[src/rtl/eth_tx_pkt_arbiter.sv]
// Packet-granular round-robin arbiter sharing one Ethernet TX AXI-S channel
// between NUM_PORTS requesters. A granted port keeps the channel until its
// tlast beat is accepted; a single registered stage drives the MAC side.
module eth_tx_pkt_arbiter #(
  parameter int unsigned NUM_PORTS   = 4,
  parameter int unsigned TDATA_WIDTH = 64,
  parameter int unsigned TUSER_WIDTH = 1
) (
  input  logic                                   clk,
  input  logic                                   rst,
  input  logic [NUM_PORTS-1:0]                   port_en,
  input  logic [NUM_PORTS-1:0]                   s_tvalid,
  output logic [NUM_PORTS-1:0]                   s_tready,
  input  logic [NUM_PORTS*TDATA_WIDTH-1:0]       s_tdata,
  input  logic [NUM_PORTS*(TDATA_WIDTH/8)-1:0]   s_tkeep,
  input  logic [NUM_PORTS-1:0]                   s_tlast,
  input  logic [NUM_PORTS*TUSER_WIDTH-1:0]       s_tuser,
  output logic                                   m_tvalid,
  input  logic                                   m_tready,
  output logic [TDATA_WIDTH-1:0]                 m_tdata,
  output logic [TDATA_WIDTH/8-1:0]               m_tkeep,
  output logic                                   m_tlast,
  output logic [TUSER_WIDTH-1:0]                 m_tuser,
  output logic                                   grant_vld,
  output logic [$clog2(NUM_PORTS)-1:0]           grant_idx,
  output logic [31:0]                            pkt_cnt
);

  localparam int unsigned IDX_W  = $clog2(NUM_PORTS);
  localparam int unsigned KEEP_W = TDATA_WIDTH / 8;

  typedef enum logic {ST_IDLE, ST_PKT} state_e;

  state_e                   state_q;
  logic [IDX_W-1:0]         grant_idx_q;
  logic [IDX_W-1:0]         last_winner_q;
  logic                     grant_vld_q;
  logic                     m_tvalid_q;
  logic [TDATA_WIDTH-1:0]   m_tdata_q;
  logic [KEEP_W-1:0]        m_tkeep_q;
  logic                     m_tlast_q;
  logic [TUSER_WIDTH-1:0]   m_tuser_q;
  logic [31:0]              pkt_cnt_q;

  logic [NUM_PORTS-1:0]     req;
  logic                     win_found;
  logic [IDX_W-1:0]         win_idx_d;
  logic [IDX_W-1:0]         cand;
  logic                     out_ready;
  logic                     sel_tvalid;
  logic                     sel_tlast;
  logic [TDATA_WIDTH-1:0]   sel_tdata;
  logic [KEEP_W-1:0]        sel_tkeep;
  logic [TUSER_WIDTH-1:0]   sel_tuser;
  logic                     beat_acc;

  // Round-robin search for the first enabled requester after last_winner.
  always_comb begin
    req       = s_tvalid & port_en;
    win_found = 1'b0;
    win_idx_d = '0;
    cand      = '0;
    for (int unsigned k = 1; k <= NUM_PORTS; k++) begin
      cand = IDX_W'((32'(last_winner_q) + k) % NUM_PORTS);
      if (!win_found && req[cand]) begin
        win_found = 1'b1;
        win_idx_d = cand;
      end
    end
  end

  // Mux the granted port's beat and derive the input handshake.
  always_comb begin
    out_ready  = ~m_tvalid_q | m_tready;
    sel_tvalid = s_tvalid[grant_idx_q];
    sel_tlast  = s_tlast[grant_idx_q];
    sel_tdata  = s_tdata[32'(grant_idx_q) * TDATA_WIDTH +: TDATA_WIDTH];
    sel_tkeep  = s_tkeep[32'(grant_idx_q) * KEEP_W +: KEEP_W];
    sel_tuser  = s_tuser[32'(grant_idx_q) * TUSER_WIDTH +: TUSER_WIDTH];
    beat_acc   = (state_q == ST_PKT) & sel_tvalid & out_ready;
    s_tready   = '0;
    if (state_q == ST_PKT) begin
      s_tready[grant_idx_q] = out_ready;
    end
  end

  // Grant FSM: pick a winner in IDLE, hold it until the tlast beat is taken.
  always_ff @(posedge clk or posedge rst) begin
    if (rst) begin
      state_q       <= ST_IDLE;
      grant_idx_q   <= '0;
      grant_vld_q   <= 1'b0;
      last_winner_q <= IDX_W'(NUM_PORTS - 1);
    end else begin
      case (state_q)
        ST_IDLE: begin
          if (win_found) begin
            grant_idx_q   <= win_idx_d;
            last_winner_q <= win_idx_d;
            grant_vld_q   <= 1'b1;
            state_q       <= ST_PKT;
          end
        end
        ST_PKT: begin
          if (beat_acc && sel_tlast) begin
            grant_idx_q <= '0;
            grant_vld_q <= 1'b0;
            state_q     <= ST_IDLE;
          end
        end
        default: state_q <= ST_IDLE;
      endcase
    end
  end

  // MAC-side output register; holds its beat while the MAC stalls.
  always_ff @(posedge clk or posedge rst) begin
    if (rst) begin
      m_tvalid_q <= 1'b0;
      m_tdata_q  <= '0;
      m_tkeep_q  <= '0;
      m_tlast_q  <= 1'b0;
      m_tuser_q  <= '0;
    end else if (beat_acc) begin
      m_tvalid_q <= 1'b1;
      m_tdata_q  <= sel_tdata;
      m_tkeep_q  <= sel_tkeep;
      m_tlast_q  <= sel_tlast;
      m_tuser_q  <= sel_tuser;
    end else if (m_tready) begin
      m_tvalid_q <= 1'b0;
    end
  end

  // Count packets leaving on the MAC side; wraps naturally at 2^32.
  always_ff @(posedge clk or posedge rst) begin
    if (rst) begin
      pkt_cnt_q <= '0;
    end else if (m_tvalid_q && m_tready && m_tlast_q) begin
      pkt_cnt_q <= pkt_cnt_q + 32'd1;
    end
  end

  assign m_tvalid  = m_tvalid_q;
  assign m_tdata   = m_tdata_q;
  assign m_tkeep   = m_tkeep_q;
  assign m_tlast   = m_tlast_q;
  assign m_tuser   = m_tuser_q;
  assign grant_vld = grant_vld_q;
  assign grant_idx = grant_idx_q;
  assign pkt_cnt   = pkt_cnt_q;

endmodule

[config.mk]
export PLATFORM = sky130hd
export DESIGN_NAME = eth_tx_pkt_arbiter
export DESIGN_NICKNAME = d
export VERILOG_FILES = /design/src/rtl/eth_tx_pkt_arbiter.sv
export SDC_FILE = /design/constraint.sdc
export NUM_CORES = 1
export LEC_CHECK = 0
export CORE_AREA = 2 2 165 167
export DETAILED_ROUTE_END_ITERATION = 16
export DIE_AREA = 0 0 167 169
export HOLD_SLACK_MARGIN = 0.12
export SLEW_MARGIN = 10
export SYNTH_ARGS = -nofsm -noshare
export SYNTH_HDL_FRONTEND = slang
export SYNTH_SLANG_ARGS = --single-unit
export TNS_END_PERCENT = 100
[constraint.sdc]
create_clock -name clk -period 11.79 [get_ports clk]
set_input_delay 2.358 -clock clk [delete_from_list [all_inputs] [get_ports clk]]
set_output_delay 2.358 -clock clk [all_outputs]
set_load 0.1 [all_outputs]
==> out/metrics.csv <==
metric,value,unit
outcome,"finished, final reports clean",
post-synth cell types,44,
"top cells by count, synth","dfrtp_1, mux4_2, mux2_1",
largest net degree at the start of global routing,72,
GP Congestion,0.809,
Worst Hold Class,register to register,
dpl hpwl,18.8,mm
Site Rows,60,
vias,5631,
TritonCTS clock tree,built,
Mean Syn Cell Area,14.7,um2
leakage,4.42,nW
RSZ-0062 raised after global routing,false,
met1 WL,9.95,mm
final-report setup violation count,0,
IO buf count,420,
Post-Route Skew,0.0124,ns
peak supply drop,0.166,mV
Iter 0 DRT Violations,207,
cts bufs inserted,17,
number of global-route vias before repair,6042,
Slew HR,0.290,
GR Overflow Total,0,
Least-Margin Pin Slew,1.06,ns
Area Overhead vs Synth,77.2,%
DRC,0,
die width,167,um
Pre-antenna DRT Iters,4,
Worst path slowest cell,clkdlybuf4s50_1,
Synth top area share,0.425,
"Cell Area, Synth",6540,um2
Ys Warns,0,
biggest area consumer among synthesized cells,dfrtp_1,
Tmin final,7.14,ns
clk buf depth,2,
worst slack at placement,4.64,ns
Vert. Die Dim,169,um
crit path from,m_tready,
Nets,1166,
required time of the critical path,9.43,ns
Die ar.,28200,um2
"Slew Viols, Final",0,
crit path DAT,4.78,ns
Yosys reg bits,113,
fin crit share,0.605,
Final Hold Vio Count,0,
Routed Antenna Nets,0,
post-synthesis sequential area ratio,0.433,
routed length per instance,19.7,um
Hold Crit Start,pkt_cnt[31]$_DFFE_PP0P_,
"Reg clk slew, reported paths",0.05,ns
Post-synth EDFFs,0,
most frequent cell after synthesis,dfrtp_1,
Worst setup SP type,input port,
Post-CTS Setup Bufs,0,
CP bufs+invs,2,
final worst setup slack,4.65,ns
# IOs,421,
clock root cell,clkbuf_16,
internal cell power,1.54,mW
share of cells above drive strength 1,0.156,
met3 WL,1.53,mm
Peak Freq,140,MHz
switching share of power,0.539,
Placeable Area,26500,um2
initial antenna violation count,2,
Main synth FF type,dfrtp_1,
met2 wire len,12.0,mm
"Max FO, Critical Path",4,
setup TNS,0,ns
worst-skew pair later-pin latency,0.41,ns
reg2reg start,grant_idx[0]$_DFFE_PP0P_,
Synthesized Nets,754,
cell mode on critical path,clkdlybuf4s50_1,
cts repair resizes,0,
Synth Instances,446,
highest routed layer,met5,
H-tree depth,4,
via/cell ratio,4.64,
Clk pwr share,0.154,
Post-CTS Hold Buffers,0,
total global-route track usage,0.169,
Routed WL,23.9,mm
Worst setup EP type,primary output,
first-pass GRT wire length,36.4,mm
Area after DPL,11000,um2
"Largest stage delay, worst path",1.16,ns
kind of critical path,input port to primary output,
design area,11600,um2
Switch Pwr,1.81,mW
largest delay contributor family on the critical path,buffers and inverters,
CP Cell Sequence,clkdlybuf4s50_1 -> nand2b_1 -> and2_1 -> nor3b_1 -> clkdlybuf4s50_1,
Starting Density,0.247,
Max-cap violations,0,
P per Cell Area,289,nW/um2
Reg power frac,0.204,
CTS Sinks,113,
"FFs w/ async S/R, synth",1.00,
Gate power share,0.642,
"top cells by area, synth","dfrtp_1, mux4_2, mux2_1, mux2_2, xnor2_1",
==> layer usage <==
metal,vias up,global-route usage
li1,2579,-
met3,22,0.0512
met2,226,0.279
met4,2,0.0439
met1,2802,0.215
met5,-,0
==> logic make-up after synthesis <==
logic type,Yosys count,synth area share
muxes,149,0.386
DFF,113,0.433
and+or+nand+nor,99,0.0825
buffers and inverters,37,0.0377
xor gates and xnor gates,31,0.0415
AOI/OAI and AO/OA,16,0.0174
adders and majority gates,1,0.00191
==> registers in the layout, summed over array words and instances (netlist names), 2 cells and up <==
register	flops
m_tdata	64
pkt_cnt	32
m_tkeep	8
grant_idx	2
last_winner_q	2
==> cell usage in the layout (no fill, tap or decap), types with 2 or more instances in the layout <==
cell type / synthesis / final
a21oi_1: 5 / 5
a31oi_1: 2 / 2
and2_1: 3 / 3
and3_1: 3 / 3
and4_1: 6 / 6
buf_4: 3 / 4
bufinv_16: 0 / 2
clkbuf_16: 0 / 17
clkdlybuf4s50_1: 0 / 420
clkinv_2: 0 / 3
clkinv_4: 0 / 5
clkinvlp_4: 0 / 2
dfrtp_1: 111 / 109
dfrtp_4: 0 / 2
dfstp_2: 2 / 2
diode_2: 0 / 2
inv_1: 6 / 5
inv_6: 0 / 3
mux2_1: 59 / 59
mux2_2: 15 / 15
mux4_2: 75 / 75
nand2_1: 30 / 30
nand3_1: 14 / 14
nand4_1: 14 / 14
nor2_1: 6 / 6
nor3_1: 7 / 7
nor4_1: 6 / 6
or3_1: 2 / 2
xnor2_1: 18 / 18
xor2_1: 13 / 13
==> power by group through the flow <==
stage               clock network, mW  registers (mW)  logic [mW]
finish                          0.517           0.682        2.15
global route                    0.552           0.714        2.24
CTS                             0.534           0.687        2.18
detailed placement                  0           0.691        2.18
global placement                    0           0.685        2.17
floorplan                           0            1.68       0.638
==> worst reg2reg max path: stages, from the launching register on <==
cell     delay, ns
dfrtp_4       0.89
buf_4         0.76
mux4_2        0.52
nand3_4       0.37
buf_4         0.63
mux2_2        0.49
==> cell type report <==
cell class | count | area [um2]
Tap cell | 341 | 427
Clock buffer | 17 | 425
Clock inverter | 15 | 160
Antenna cell | 2 | 5.00
Inverter | 6 | 25.0
Multi-Input combinational cell | 296 | 3470
Sequential cell | 113 | 2840
Timing Repair Buffer | 424 | 4230
Fill cell | 2463 | 14900
==> per-stage QoR <==
stage | util | cells | hold slack (ns) | total power, mW
global route | 0.437 | 1213 | 0.502 | 3.50
finish | 0.437 | 1214 | 0.478 | 3.35
detailed placement | 0.415 | 1180 | 0.469 | 2.87
CTS | 0.437 | 1212 | 0.477 | 3.40
global placement | 0.415 | 1180 | 0.469 | 2.86
floorplan | - | 446 | 0.501 | 2.32
==> worst paths after layout <==
path	cells past startpoint	slack [ns]	endpoint
min in group asynchronous	2	2.37	m_tdata[27]$_DFFE_PP0P_
setup / recovery	5	4.65	s_tready[0]
hold / removal	1	0.48	pkt_cnt[31]$_DFFE_PP0P_
max in group asynchronous	3	8.10	m_tdata[14]$_DFFE_PP0P_
hold reg to reg	1	0.48	pkt_cnt[31]$_DFFE_PP0P_
setup reg to reg	5	8.01	m_tdata[29]$_DFFE_PP0P_
(Power assumes the default switching activity.)
